File: src/rtl/mem_arbiter_pkg.sv
// Shared types and constants for the instruction/data memory arbiter.
package mem_arb_pkg;

  typedef logic [2:0] funct3_t;

  typedef enum logic [1:0] {
    IDLE  = 2'd0,
    SERVE = 2'd1,
    DONE  = 2'd2
  } arb_state_e;

  typedef enum logic {
    OWN_I = 1'b0,
    OWN_D = 1'b1
  } owner_e;

  localparam funct3_t LB  = 3'd0;
  localparam funct3_t LH  = 3'd1;
  localparam funct3_t LW  = 3'd2;
  localparam funct3_t LBU = 3'd4;
  localparam funct3_t LHU = 3'd5;

  // Stores only have byte, half and word forms; anything else is dropped.
  function automatic logic store_size_ok(input funct3_t f3);
    return (f3 == LB) || (f3 == LH) || (f3 == LW);
  endfunction

endpackage

File: src/rtl/mem_arbiter_if.sv
// Bundle of the instruction port, data port and shared memory port of mem_arbiter.
interface mem_arbiter_if
  import mem_arb_pkg::*;
#(
  parameter int ADDR_W = 8,
  parameter int DATA_W = 32
);
  logic              i_req;
  logic [ADDR_W-1:0] i_addr;
  logic              i_ack;
  logic [DATA_W-1:0] i_rdata;

  logic              d_req;
  logic              d_we;
  logic [ADDR_W-1:0] d_addr;
  logic [DATA_W-1:0] d_wdata;
  funct3_t           d_funct3;
  logic              d_ack;
  logic [DATA_W-1:0] d_rdata;

  logic [ADDR_W-1:0] mem_addr;
  logic [DATA_W-1:0] mem_wdata;
  funct3_t           mem_funct3;
  logic              mem_read;
  logic              mem_write;
  logic [DATA_W-1:0] mem_rdata;

  modport slave (
    input  i_req, i_addr, d_req, d_we, d_addr, d_wdata, d_funct3, mem_rdata,
    output i_ack, i_rdata, d_ack, d_rdata,
    output mem_addr, mem_wdata, mem_funct3, mem_read, mem_write
  );

  modport master (
    output i_req, i_addr, d_req, d_we, d_addr, d_wdata, d_funct3, mem_rdata,
    input  i_ack, i_rdata, d_ack, d_rdata,
    input  mem_addr, mem_wdata, mem_funct3, mem_read, mem_write
  );
endinterface

File: src/rtl/mem_arbiter.sv
// Two-requester (instruction/data) arbiter onto one shared data memory port.
// Define ARB_RR_EN for round-robin on contested requests; default is fixed D-over-I priority.
module mem_arbiter
  import mem_arb_pkg::*;
#(
  parameter int ADDR_W = 8,
  parameter int DATA_W = 32
) (
  input logic          clk,
  input logic          rst,
  mem_arbiter_if.slave bus
);

  localparam logic [1:0] S_IDLE  = 2'(IDLE);
  localparam logic [1:0] S_SERVE = 2'(SERVE);
  localparam logic [1:0] S_DONE  = 2'(DONE);

  logic [1:0]        state;
  owner_e            owner;
  logic [ADDR_W-1:0] lat_addr;
  logic [DATA_W-1:0] lat_wdata;
  funct3_t           lat_funct3;
  logic              lat_we;
  logic              grant_d;

`ifdef ARB_RR_EN
  logic rr_ptr;
  logic contested;

  // rr_ptr == 0 favours D; it flips only when both sides asked in the same cycle.
  assign contested = bus.i_req & bus.d_req;
  assign grant_d   = bus.d_req & (~bus.i_req | ~rr_ptr);

  always_ff @(posedge clk) begin
    if (rst) begin
      rr_ptr <= 1'b0;
    end else if (state == S_IDLE && contested) begin
      rr_ptr <= ~rr_ptr;
    end
  end
`else
  assign grant_d = bus.d_req;
`endif

  // Acks are registered on the SERVE->DONE edge, so they are high only during DONE.
  always_ff @(posedge clk) begin
    if (rst) begin
      state       <= S_IDLE;
      owner       <= OWN_I;
      lat_addr    <= '0;
      lat_wdata   <= '0;
      lat_funct3  <= '0;
      lat_we      <= 1'b0;
      bus.i_ack   <= 1'b0;
      bus.d_ack   <= 1'b0;
      bus.i_rdata <= '0;
      bus.d_rdata <= '0;
    end else begin
      bus.i_ack <= 1'b0;
      bus.d_ack <= 1'b0;
      case (state)
        S_IDLE: begin
          if (bus.i_req | bus.d_req) begin
            state <= S_SERVE;
            if (grant_d) begin
              owner      <= OWN_D;
              lat_addr   <= bus.d_addr;
              lat_wdata  <= bus.d_wdata;
              lat_funct3 <= bus.d_funct3;
              lat_we     <= bus.d_we;
            end else begin
              owner      <= OWN_I;
              lat_addr   <= bus.i_addr;
              lat_wdata  <= '0;
              lat_funct3 <= LW;
              lat_we     <= 1'b0;
            end
          end
        end
        S_SERVE: begin
          state <= S_DONE;
          if (owner == OWN_D) begin
            bus.d_ack <= 1'b1;
            if (!lat_we) begin
              bus.d_rdata <= bus.mem_rdata;
            end
          end else begin
            bus.i_ack   <= 1'b1;
            bus.i_rdata <= bus.mem_rdata;
          end
        end
        default: state <= S_IDLE;
      endcase
    end
  end

  assign bus.mem_addr   = lat_addr;
  assign bus.mem_wdata  = lat_wdata;
  assign bus.mem_funct3 = lat_funct3;
  assign bus.mem_read   = (state == S_SERVE) & ~lat_we;
  assign bus.mem_write  = (state == S_SERVE) & lat_we & store_size_ok(lat_funct3);

endmodule

File: src/flat_wrapper.sv
// flat-port wrapper written by rule: the top's interface ports become plain ports
module mem_arbiter_flat import mem_arb_pkg::*;
#(
  parameter int ADDR_W = 8,
  parameter int DATA_W = 32
)
  (clk, rst, bus_i_req, bus_i_addr, bus_d_req, bus_d_we, bus_d_addr, bus_d_wdata, bus_d_funct3, bus_mem_rdata, bus_i_ack, bus_i_rdata, bus_d_ack, bus_d_rdata, bus_mem_addr, bus_mem_wdata, bus_mem_funct3, bus_mem_read, bus_mem_write);
  mem_arbiter_if #(.ADDR_W(ADDR_W), .DATA_W(DATA_W)) bus_i ();
  input logic clk;
  input logic rst;
  input wire logic [$bits(bus_i.i_req)-1:0] bus_i_req;
  input wire logic [$bits(bus_i.i_addr)-1:0] bus_i_addr;
  input wire logic [$bits(bus_i.d_req)-1:0] bus_d_req;
  input wire logic [$bits(bus_i.d_we)-1:0] bus_d_we;
  input wire logic [$bits(bus_i.d_addr)-1:0] bus_d_addr;
  input wire logic [$bits(bus_i.d_wdata)-1:0] bus_d_wdata;
  input wire logic [$bits(bus_i.d_funct3)-1:0] bus_d_funct3;
  input wire logic [$bits(bus_i.mem_rdata)-1:0] bus_mem_rdata;
  output wire logic [$bits(bus_i.i_ack)-1:0] bus_i_ack;
  output wire logic [$bits(bus_i.i_rdata)-1:0] bus_i_rdata;
  output wire logic [$bits(bus_i.d_ack)-1:0] bus_d_ack;
  output wire logic [$bits(bus_i.d_rdata)-1:0] bus_d_rdata;
  output wire logic [$bits(bus_i.mem_addr)-1:0] bus_mem_addr;
  output wire logic [$bits(bus_i.mem_wdata)-1:0] bus_mem_wdata;
  output wire logic [$bits(bus_i.mem_funct3)-1:0] bus_mem_funct3;
  output wire logic [$bits(bus_i.mem_read)-1:0] bus_mem_read;
  output wire logic [$bits(bus_i.mem_write)-1:0] bus_mem_write;
  assign bus_i.i_req = bus_i_req;
  assign bus_i.i_addr = bus_i_addr;
  assign bus_i.d_req = bus_d_req;
  assign bus_i.d_we = bus_d_we;
  assign bus_i.d_addr = bus_d_addr;
  assign bus_i.d_wdata = bus_d_wdata;
  assign bus_i.d_funct3 = bus_d_funct3;
  assign bus_i.mem_rdata = bus_mem_rdata;
  assign bus_i_ack = bus_i.i_ack;
  assign bus_i_rdata = bus_i.i_rdata;
  assign bus_d_ack = bus_i.d_ack;
  assign bus_d_rdata = bus_i.d_rdata;
  assign bus_mem_addr = bus_i.mem_addr;
  assign bus_mem_wdata = bus_i.mem_wdata;
  assign bus_mem_funct3 = bus_i.mem_funct3;
  assign bus_mem_read = bus_i.mem_read;
  assign bus_mem_write = bus_i.mem_write;
  mem_arbiter #(.ADDR_W(ADDR_W), .DATA_W(DATA_W)) u_core (.clk(clk), .rst(rst), .bus(bus_i));
endmodule
File: config.mk
export PLATFORM = sky130hd
export DESIGN_NAME = mem_arbiter_flat
export DESIGN_NICKNAME = d
export VERILOG_FILES = /design/src/rtl/mem_arbiter_pkg.sv /design/src/rtl/mem_arbiter_if.sv /design/src/rtl/mem_arbiter.sv /design/src/flat_wrapper.sv
export SDC_FILE = /design/constraint.sdc
export NUM_CORES = 1
export LEC_CHECK = 0
export BUFFER_PORTS_ARGS = -buffer_cell sky130_fd_sc_hd__buf_4
export CELL_PAD_IN_SITES_DETAIL_PLACEMENT = 0
export CELL_PAD_IN_SITES_GLOBAL_PLACEMENT = 1
export CORE_ASPECT_RATIO = 0.8
export CORE_UTILIZATION = 29
export CTS_CLUSTER_SIZE = 12
export DETAILED_ROUTE_END_ITERATION = 10
export PLACE_DENSITY_LB_ADDON = 0.1
export SLEW_MARGIN = 30
export SYNTH_ARGS = -nofsm -noshare
export SYNTH_HDL_FRONTEND = slang
export SYNTH_SLANG_ARGS = --single-unit
File: constraint.sdc
create_clock -name clk -period 1.3 [get_ports clk]
set_input_delay 0 -clock clk [delete_from_list [all_inputs] [get_ports clk]]
set_output_delay 0 -clock clk [all_outputs]
set_load 0.005 [all_outputs]
==> metrics.md <==
| Metric | Value |
|---|---|
| Max_slew headroom | `0.822` |
| Die H | `109 µm` |
| Vias per cell | `4.72` |
| Die area | `14800 µm²` |
| Routed len/inst | `15.3 µm` |
| Pwr per Cell Area | `1310 nW/µm²` |
| Die width | `136 µm` |
| Synth cell types | `25` |
| Clk slew on worst S/H paths | `0.05 ns` |
| CTS tree | `built` |
| Iter 0 DRT Violations | `166` |
| Dpl hpwl | `9030 µm` |
| Leak pwr | `3.25 nW` |
| Placeable Area | `13700 µm²` |
| Via count | `4641` |
| Synth top area share | `0.546` |
| Achievable clock frequency | `774 MHz` |
| CTS Buffer Depth | `2` |
| Clock H-tree levels | `4` |
| RSZ-0062 raised after global routing | `yes` |
| Dpl cell area | `5890 µm²` |
| Min Clock Period, post-route | `1.29 ns` |
| Worst hold slack | `0.00761 ns` |
| Syn avg cell area | `8.28 µm²` |
| Critical path endpoint category | `register` |
| Initial Utilization | `0.301` |
| Remaining DRCs | `0` |
| Worst EP arrival | `1.62 ns` |
| #FFs+latches synth | `113` |
| Post-route ant nets | `0` |
| Critical path's largest stage delay | `0.36 ns` |
| Area leader, netlist | `dfxtp_1` |
| Layout cells sized above 1 | `0.374` |
| Crit-path max FO | `7` |
| Clock root buffer | `clkbuf_16` |
| Total gr overflow | `0` |
| Crit path max-delay cell type | `dfxtp_4` |
| Register area share after synthesis | `0.546` |
| Synth top area cells | `dfxtp_1 (55%), a21oi_1 (13%), nand2_1 (12%)` |
| WL final | `15000 µm` |
| Vias in the first global route | `4454` |
| Final setup fails | `0` |
| Critical path data required time | `1.63 ns` |
| Status | `complete, no violations` |
| Initial antenna violation count | `0` |
| Type of the worst setup path | `register to register` |
| Inserted Clock Buffers | `17` |
| Layout Nets | `881` |
| I/O pin total | `199` |
| Worst-Margin Slew | `0.268 ns` |
| # rows | `38` |
| Yosys Warn Count | `0` |
| Worst path cell trace | `buf_6, nor3b_4, buf_12, clkbuf_16, nand2_1, a21oi_1` |
| Skew final | `0.00881 ns` |
| Hold Crit Class | `input port to register` |
| All-Layer GR Usage | `0.189` |
| P&R area growth vs syn | `87.2%` |
| First-pass GRT wire length | `21600 µm` |
| Crit share post-route | `0.994` |
| CP top delay family | `buffers and inverters` |
| Clk_lat worst skew | `0.41 ns` |
| Post-Syn Area | `4140 µm²` |
| Crit path buffers/inverters | `3` |
| Final GP Congestion | `0.752` |
| Clk sinks | `113` |
| Ant diodes | `0` |
| Largest net degree at the start of global routing | `54` |
| Net count after synthesis | `588` |
| Port buffer count | `198` |
| CP Launch Type | `register` |
| Cell count after synthesis | `500` |
| VDD IR max | `0.935 mV` |
| Slew Limit Fails | `0` |
| Final hold viol count | `0` |
| Final instance area | `7750 µm²` |
| Drt first pass iters | `4` |
| Max_cap viols | `0` |
==> state kept, by name, summed over array words and instances (netlist names) <==
| register | cells |
|---|---|
| u_core.state | 2 |
| u_core.bus.d_rdata | 32 |
| u_core.bus.mem_wdata | 32 |
| u_core.bus.i_rdata | 32 |
| u_core.bus.i_ack | 1 |
| u_core.bus.mem_funct3 | 3 |
| u_core.owner | 1 |
| u_core.bus.mem_addr | 8 |
| u_core.bus.d_ack | 1 |
| u_core.lat_we | 1 |
==> cells by family (layout without fill, tap and decap cells) <==
logic type | Yosys count | in the layout | synth area share
compound gates | 186 | 186 | 0.232
simple gates | 147 | 147 | 0.148
flops | 113 | 113 | 0.546
buf+inv | 46 | 349 | 0.0541
mux | 8 | 8 | 0.0193
==> worst min-delay path: cells and delay by family <==
family                 cells  cell delay [ns]
AO/OA/AOI/OAI              1             0.09
buffers and inverters      1             0.11
multiplexers               1             0.16
==> layer usage <==
metal / vias up / routed length, µm / GRT usage
met2: 139 / 6970 / 0.312
met5: - / 0 / 0
met3: 16 / 836 / 0.0442
met1: 2195 / 7000 / 0.236
met4: 0 / 195 / 0.0819
li1: 2291 / - / -
==> synth_stat cells (all sizes together) <==
| cell type | instances |
|---|---|
| clkbuf | 16 |
| buf | 27 |
| and2 | 1 |
| nor2 | 5 |
| a21oi | 108 |
| nand4bb | 1 |
| a2111oi | 1 |
| nor3 | 2 |
| o221a | 1 |
| a211oi | 8 |
| o21ai | 68 |
| mux2i | 8 |
| and4bb | 1 |
| nor3b | 2 |
| or2 | 2 |
| nand2b | 1 |
| dfxtp | 113 |
| inv | 3 |
| nand2 | 132 |
==> stage by stage <==
step,utilization,total power [mW],worst slack (ns),setup TNS (ns),cells
6_report,0.564,10.1,0.00785,0,983
4_1_cts,0.541,10.1,-0.00538,-0.00538,972
5_1_grt,0.564,10.5,-0.0688,-1.83,983
3_5_place_dp,0.428,5.11,0.0219,0,852
3_3_place_gp,0.428,5.08,0.0488,0,852
2_1_floorplan,-,4.37,0.0479,0,500
==> area by class of cell <==
type	instances	area, µm²
multi-input combinational	341	1800
sequential	113	2270
clock inverter	6	105
timing repair buffer	317	2850
fill	1257	5990
inverter	3	11.3
tap	180	225
clock buffer	23	488
==> report_power, final <==
part           switching [mW]  internal, mW  total [mW]  leakage [nW]
Sequential              0.122          3.66        3.79         0.924
Clock                    1.48          3.17        4.65         0.295
Combinational           0.736         0.952        1.69          2.04
==> timing repair <==
| action | in CTS | in global routing |
|---|---|---|
| cloned | 1 | 9 |
| pin swaps | 1 | 17 |
| hold endpoints to repair | 111 | 0 |
| gates resized for setup | 12 | 38 |
| hold buffers | 86 | 0 |
| endpoints found under the setup margin | 2 | 79 |
| setup buffers | 4 | 3 |
==> placed cells by master (no fill, tap or decap), types with 3 or more instances in the layout <==
| cell type | instances |
|---|---|
| clkinv_2 | 3 |
| o21ai_0 | 7 |
| mux2i_1 | 8 |
| clkbuf_16 | 23 |
| a21oi_2 | 23 |
| buf_12 | 10 |
| dfxtp_4 | 3 |
| a21oi_1 | 85 |
| nand2_1 | 128 |
| nor2_2 | 3 |
| o21ai_1 | 59 |
| clkbuf_8 | 4 |
| buf_4 | 211 |
| nand2_2 | 4 |
| dlygate4sd3_1 | 86 |
| bufinv_16 | 3 |
| a211oi_1 | 8 |
| dfxtp_1 | 110 |
==> worst paths after layout <==
path / endpoint / startpoint / cells after the start / slack (ns)
setup / recovery: u_core.bus.mem_wdata[5] / u_core.state[0] / 6 / 0.008
hold / removal: u_core.bus.mem_addr[5] / bus_d_addr[5] / 3 / 0.008
setup reg to reg: u_core.bus.mem_wdata[5] / u_core.state[0] / 6 / 0.008
hold reg to reg: u_core.bus.d_rdata[2] / u_core.bus.d_rdata[2] / 2 / 0.45
Note: power is estimated with default switching activity, not from simulation.
